### config.mk
export PLATFORM = sky130hd
export DESIGN_NAME = bcd_split_ctrl
export DESIGN_NICKNAME = d
export VERILOG_FILES = /design/src/rtl/bcd_split_ctrl.sv
export SDC_FILE = /design/constraint.sdc
export NUM_CORES = 1
export LEC_CHECK = 0
export BUFFER_PORTS_ARGS = -buffer_cell sky130_fd_sc_hd__buf_4
export CAP_MARGIN = 30
export CORE_ASPECT_RATIO = 1.75
export CORE_UTILIZATION = 50
export CTS_BUF_LIST = sky130_fd_sc_hd__clkbuf_2
export DETAILED_ROUTE_END_ITERATION = 8
export PLACE_DENSITY = 0.86
export SETUP_SLACK_MARGIN = 0.02
export SKIP_LAST_GASP = 1
export SLEW_MARGIN = 10
export SYNTH_ARGS = -nofsm -noshare
export SYNTH_HDL_FRONTEND = slang
export SYNTH_SLANG_ARGS = --single-unit
export TNS_END_PERCENT = 1
### constraint.sdc
create_clock -name clk -period 3.1 [get_ports clk]
set_input_delay 0.31 -clock clk [delete_from_list [all_inputs] [get_ports clk]]
set_output_delay 0.31 -clock clk [all_outputs]
set_load 0.01 [all_outputs]
### src/rtl/bcd_split_ctrl.sv
// Binary-to-BCD splitter: repeated divide-by-DIVISOR through the shared `div` unit.
// Define LEADING_ZERO_BLANK_EN to replace leading zero digits with the blank code 4'hF.
module bcd_split_ctrl #(
  parameter int NUM_DIGITS = 5,
  parameter int DIVISOR    = 10
) (
  input  logic                    clk,
  input  logic                    reset,
  input  logic                    start,
  input  logic [15:0]             value,
  output logic                    busy,
  output logic                    valid,
  output logic [4*NUM_DIGITS-1:0] digits,
  output logic                    div_init,
  output logic [15:0]             div_op_A,
  output logic [15:0]             div_op_B,
  input  logic                    div_done,
  input  logic [31:0]             div_result
);

  localparam int KW = (NUM_DIGITS > 1) ? $clog2(NUM_DIGITS) : 1;

  typedef enum logic [2:0] {
    IDLE,
    DRAIN,
    ISSUE,
    WAIT,
    STORE,
    DONE
  } state_t;

  state_t                  state;
  state_t                  state_next;
  logic [KW-1:0]           k;
  logic [15:0]             work;
  logic [15:0]             q;
  logic                    done_q;
  logic [4*NUM_DIGITS-1:0] shadow;
  logic [4*NUM_DIGITS-1:0] assembled;
  logic [3:0]              rem_digit;
  logic                    last_digit;
  logic                    done_rise;
  logic                    unused_result_hi;

  function automatic logic [15:0] times_divisor(input logic [15:0] x);
    if (DIVISOR == 10) return (x << 3) + (x << 1);
    else               return 16'(x * DIVISOR);
  endfunction

  function automatic logic [3:0] remainder(input logic [15:0] w, input logic [15:0] quo);
    logic [15:0] r;
    r = w - times_divisor(quo);
    return r[3:0];
  endfunction

  function automatic logic [4*NUM_DIGITS-1:0] present(input logic [4*NUM_DIGITS-1:0] d);
`ifdef LEADING_ZERO_BLANK_EN
    logic [4*NUM_DIGITS-1:0] r;
    logic                    lead;
    r    = d;
    lead = 1'b1;
    // Digit 0 is excluded so a zero value still shows a single 0.
    for (int i = NUM_DIGITS - 1; i > 0; i--) begin
      if (lead && d[4*i +: 4] == 4'd0) r[4*i +: 4] = 4'hF;
      else                             lead = 1'b0;
    end
    return r;
`else
    return d;
`endif
  endfunction

  assign div_op_B         = 16'(DIVISOR);
  assign unused_result_hi = ^div_result[31:16];

  assign busy       = (state != IDLE);
  assign valid      = (state == DONE);
  assign div_init   = (state == ISSUE);
  assign last_digit = (k == KW'(NUM_DIGITS - 1));
  assign done_rise  = div_done && !done_q;
  assign rem_digit  = remainder(work, q);

  always_comb begin
    assembled = shadow;
    assembled[4*k +: 4] = rem_digit;
  end

  always_ff @(posedge clk or posedge reset) begin
    if (reset) state <= IDLE;
    else       state <= state_next;
  end

  always_comb begin
    state_next = state;
    case (state)
      IDLE:  if (start) state_next = DRAIN;
      // The divider keeps done high long after a result; a new init is only seen once it drops.
      DRAIN: if (!div_done) state_next = ISSUE;
      ISSUE: state_next = WAIT;
      WAIT:  if (done_rise) state_next = STORE;
      STORE: state_next = last_digit ? DONE : DRAIN;
      DONE:  state_next = IDLE;
      default: state_next = IDLE;
    endcase
  end

  always_ff @(posedge clk or posedge reset) begin
    if (reset) begin
      k        <= '0;
      work     <= '0;
      q        <= '0;
      done_q   <= 1'b0;
      shadow   <= '0;
      digits   <= '0;
      div_op_A <= '0;
    end else begin
      done_q <= div_done;
      if (state == IDLE && start) begin
        work <= value;
        k    <= '0;
      end
      if (state == DRAIN && !div_done) div_op_A <= work;
      if (state == WAIT && done_rise) q <= div_result[15:0];
      if (state == STORE) begin
        shadow <= assembled;
        work   <= q;
        // Digits change only once, so the display never shows a half-finished conversion.
        if (last_digit) digits <= present(assembled);
        else            k      <= k + 1'b1;
      end
    end
  end

endmodule

# Word level (Yosys, flattened, before mapping)

Cells that the tools add are included.

Memory bits (read-only): 0
Output and inout bits: 55
RAM bits: 0
Logic and storage cells: 45
Bits in latches: 0
Input port bits: 52
Memories: 0
Register bits: 95

Divide/modulo/power cells: 0
Magnitude comparators: 0
Equal/unequal tests: 9
Mux-type cells: 11
Multiply operators: 0
Add/sub/neg operators: 4
Reduce and logical (&&, ||, !) cells: 11
Shift operators: 2
Bitwise operators: 0

Operator list:

| operator                                               | count |
|---|---|
| negation 5 -> 34 bit                                   | 1 |
| variable shift 4 x 34 -> 20 bit (first input constant) | 1 |
| indexed part select 4 x 34 -> 20 bit                   | 1 |
| 2-to-1 mux 16 bit                                      | 2 |
| 2-to-1 mux 3 bit                                       | 7 |
| bitwise mux 20 bit                                     | 1 |
| one-hot mux 3 bit (5 select lines)                     | 1 |
| == test 3 bit (second input constant)                  | 3 |
| == test 3 x 2 -> 1 bit (second input constant)         | 2 |
| != test 2 bit (second input constant)                  | 3 |
| adder 4 bit                                            | 1 |
| logical AND 1 bit                                      | 4 |
| subtractor 4 bit                                       | 1 |
| adder 3 x 1 -> 3 bit (second input constant)           | 1 |
| == test 3 x 1 -> 1 bit (second input constant)         | 1 |
| zero test 3 bit                                        | 1 |
| AND reduction 3 bit                                    | 1 |
| nonzero test 3 bit                                     | 1 |
| zero test 1 bit                                        | 2 |
| AND reduction 2 bit                                    | 1 |
| nonzero test 2 bit                                     | 1 |

# Longest topological paths before layout

Word-level depth: 5
Mapped depth: 9
Mapped depth without buffers: 8

# Worst setup path after synthesis

No wires, ideal clock.

Path type: register to register
Start point: register k[0]
End point: register shadow[16]
Required time: 2.975 ns
Clock period less this slack: 2.259 ns
Slack: 0.841 ns
Data arrival time: 2.134 ns
Cell stages (with the launch flop): 9
Path buffers: 1
Library setup time: 0.125 ns
Cell sequence: dfrtp_1 inv_1 ha_1 ha_1 and2b_1 o211ai_2 or2_1 buf_6 mux2_4

Word-level cells in the longest chain between the ends: 3
Elaborated cells between the ends (all ways): 4
Classes of those cells: add/sub (1); shift (2); mux (1)

Ends and longest elaborated chain:

| element                                                                                 | RTL line | text |
|---|---|---|
| start, declared                                                                         | 34       | `logic [KW-1:0] k;` |
| start signal, assigned                                                                  | 129      | `else k <= k + 1'b1;` |
| negation 5 -> 34 bit *                                                                  | 85       | `assembled[4*k +: 4] = rem_digit;` |
| indexed part select 4 x 34 -> 20 bit or variable shift 4 x 34 -> 20 bit (tied branches) | 85       |  |
| bitwise mux 20 bit *                                                                    | 85       |  |
| end signal, assigned                                                                    | 125      | `shadow <= assembled;` |
| end, declared                                                                           | 38       | `logic [4*NUM_DIGITS-1:0] shadow;` |

Every way passes the cells marked *; elsewhere a longest branch is shown, timed or not.
A chain may end at the register's enable or synchronous reset.

# Worst setup path after layout

Start point: register k[0]
End point: register shadow[19]

The elaborated chain is that of the path after synthesis.

==> run summary <==
Hold Slack = 17.0 ps
Synth top area cells = dfrtp_1 53%, mux2_2 6.1%, mux2i_1 4.0%, nand2_1 3.5%, buf_4 3.2%
Starting Density = 51.4%
GR Util met1 = 26.8%
Finished Cell Area = 5490 um^2
Worst setup SP type = flip-flop
Fin. max-slew vios = 0
XOR/XNOR share of the synthesized area = 1.54%
Core footprint = 8670 um^2
Via Count = 3164
# H-tree levels = 3
Vias in the first global route = 3276
# Post-CTS Setup Buffers = 0
Multi-input combinational cell area = 1860 um^2
WP data arrival = 3040 ps
Final Skew = 19.4 ps
Worst EP required = 3610 ps
GPL Wtd Cong = 0.847
Critical path launch point = k[0]
Final wirelength = 9.32 mm
Mux contribution to synthesized area = 14.0%
Commonest cells in the netlist = 95 x dfrtp_1, 41 x nand2_1, 29 x nor2_1, 24 x mux2_2, 22 x o21ai_1
Fin nets = 555
Hold bufs inserted after CTS = 34
YS warnings = 0
Row cnt = 45
Fin. Hold Viols = 0
Clk sink count = 95
Port bufs = 74
Synthesized instance count = 387
Status = finished clean
Peak VDD IR = 0.000478 V
Top delay family on crit path = adder cells
Root Buffer = clkbuf_2
Main combinational cell family by area after synthesis = multiplexers
Layer with the highest usage = met2
DRT iter0 DRCs = 164
Antenna violations before repair = 0
Critical path class = reg2reg
RSZ-0062 raised after global routing = false
Asr flop ratio synth = 100%
Total CTS buffers = 9
Cts repair resizes = 0
DR DRC count = 0
Worst-skew pair later-pin latency = 590 ps
Die Y = 127 um
Post-synth top area share = 53.3%
Clock Tree Buf Depth = 2
Tcrit/Tclk final = 81.5%
Die area = 9320 um^2
Fillers = 683
Final setup violation count = 0
Largest net degree at the start of global routing = 53
Vias per inst = 5.15
Post-synth cell types = 51
Global route total overflow = 0
Antenna cells = 0
RR Startpoint = k[0]
Crit path top cell by count = ha_1
Critical path's slowest cell = dfrtp_1
Crit end category = flip-flop
Simple-Gate Fraction of Synth Area = 11.4%
Ports = 107
CTS tree = yes
Leading area contributor after synthesis = dfrtp_1
Wire length per cell = 15.2 um
Fin Setup TNS = 0 ps
Slowest stage delay, CP = 610 ps
Complex-gate fraction of the synthesized area = 10.2%
Share of layout cells above drive strength 1 = 27.2%
Relative slew margins = 40.5%
LEAKAGE = 2.59 nW
Area of placed instances = 5020 um^2
Synth Area per Inst = 11.5 um^2
DP Cell Count = 564
Post-synth EDFFs = 0
Maxcap violations = 0
M3 GR Usage = 3.26%
Yosys reg bits = 95
CP Buf/Inv Count = 1
Worst path cell trace = inv_1 -> ha_1 -> ha_1 -> and2b_1 -> o211ai_2 -> or2_1 -> mux2_4
Leading register cell type out of synthesis = dfrtp_1
FF+latch area = 2380 um^2
Area Growth Syn to Fin = 23.1%
Synth Cell Area = 4460 um^2
Drt pass-1 iters = 4
Post-DP HPWL = 6.06 mm
Cell Pwr Density = 801 nW/um^2
GRT Overall Usage = 22.5%
Post-synthesis adder-cell area fraction = 3.09%
Sequential cell area fraction in the yosys report = 53.3%
Die Width = 73.4 um
Non-Filler Instances = 614
First-pass GRT wire length = 15.8 mm
Slew @ Worst Pin = 891 ps
ANT nets after route = 0
Hold_sp = start
Top-count cell post-synth = dfrtp_1
Hold Crit Class = in2reg
Util after Layout = 63.3%
Post-layout min period = 2530 ps
Met2 Track Usage GR = 39.6%
Max FO, Critical Path = 11
FMAX = 396 MHz
Reg clk slew, reported paths = 240 ps
## path summary, 6_finish.rpt
kind	endpoint	slack [ps]	cells after the start
max	shadow[19]	570	7
min	state[2]	20	3
max reg2reg	shadow[19]	570	7
min reg2reg	digits[17]	510	2
max in group asynchronous	div_op_A[13]	2020	4
min in group asynchronous	q[9]	360	3
## state kept, by name, indices dropped and copies added (netlist names)
register	cells
div_op_A	16
q	16
k	3
digits	20
work	16
done_q	1
state	3
shadow	20
## power by group
| part | internal, mW | switching, mW |
|---|---|---|
| sequential | 1.61 | 0.280 |
| combinational | 0.865 | 0.969 |
| clock | 0.260 | 0.419 |
## kinds of logic (layout without fill, tap and decap cells)
group / after synthesis / count (layout)
other: 2 / 16
AND/OR/NAND/NOR: 103 / 103
XOR/XNOR: 7 / 7
buffers and inverters: 42 / 138
flip-flops: 95 / 95
adder cells (fa/ha/maj): 11 / 11
AO/OA/AOI/OAI: 71 / 71
multiplexers: 56 / 56
## layout make-up
cell class | instances | share of cell area [%]
sequential | 95 | 43.3
clock inverter | 7 | 1.60
tap | 117 | 2.67
clock buffer | 9 | 0.820
inverter | 10 | 0.706
multi-input combinational | 264 | 33.8
timing repair buffer | 112 | 17.1
## metrics by stage
step | total power, mW | setup slack (ps)
global placement | 3.61 | 691
floorplan | 3.15 | 313
finish | 4.40 | 574
CTS | 4.41 | 577
global route | 4.70 | 354
detailed placement | 3.71 | 606
## metal layers
| layer | vias up | share of wire (%) |
|---|---|---|
| li1 | 1520 | - |
| met1 | 1546 | 40 |
| met5 | - | 0 |
| met2 | 82 | 55 |
| met4 | 0 | 2.1 |
| met3 | 16 | 3.2 |
## worst reg2reg max path, stage by stage, from the launching register on
cell      delay (ps)
dfrtp_1          610
inv_1            140
ha_1             250
ha_1             390
and2b_1          210
o211ai_2         180
or2_1            360
mux2_4           320
## layout by cell type (no fill, tap or decap), drive strengths merged, types with 3 or more instances in the layout
master	instances
o21ai	33
inv	9
nand3	5
nor3b	3
clkbuf	9
a21oi	12
conb	16
a22o	10
mux2i	18
xor2	3
a221oi	8
and2	3
or2	3
dlygate4sd3	34
mux2	38
nand2	42
dfrtp	95
ha	11
buf	78
xnor2	4
nor2	33
clkinv	5
Power figures use the tool's default switching activity.
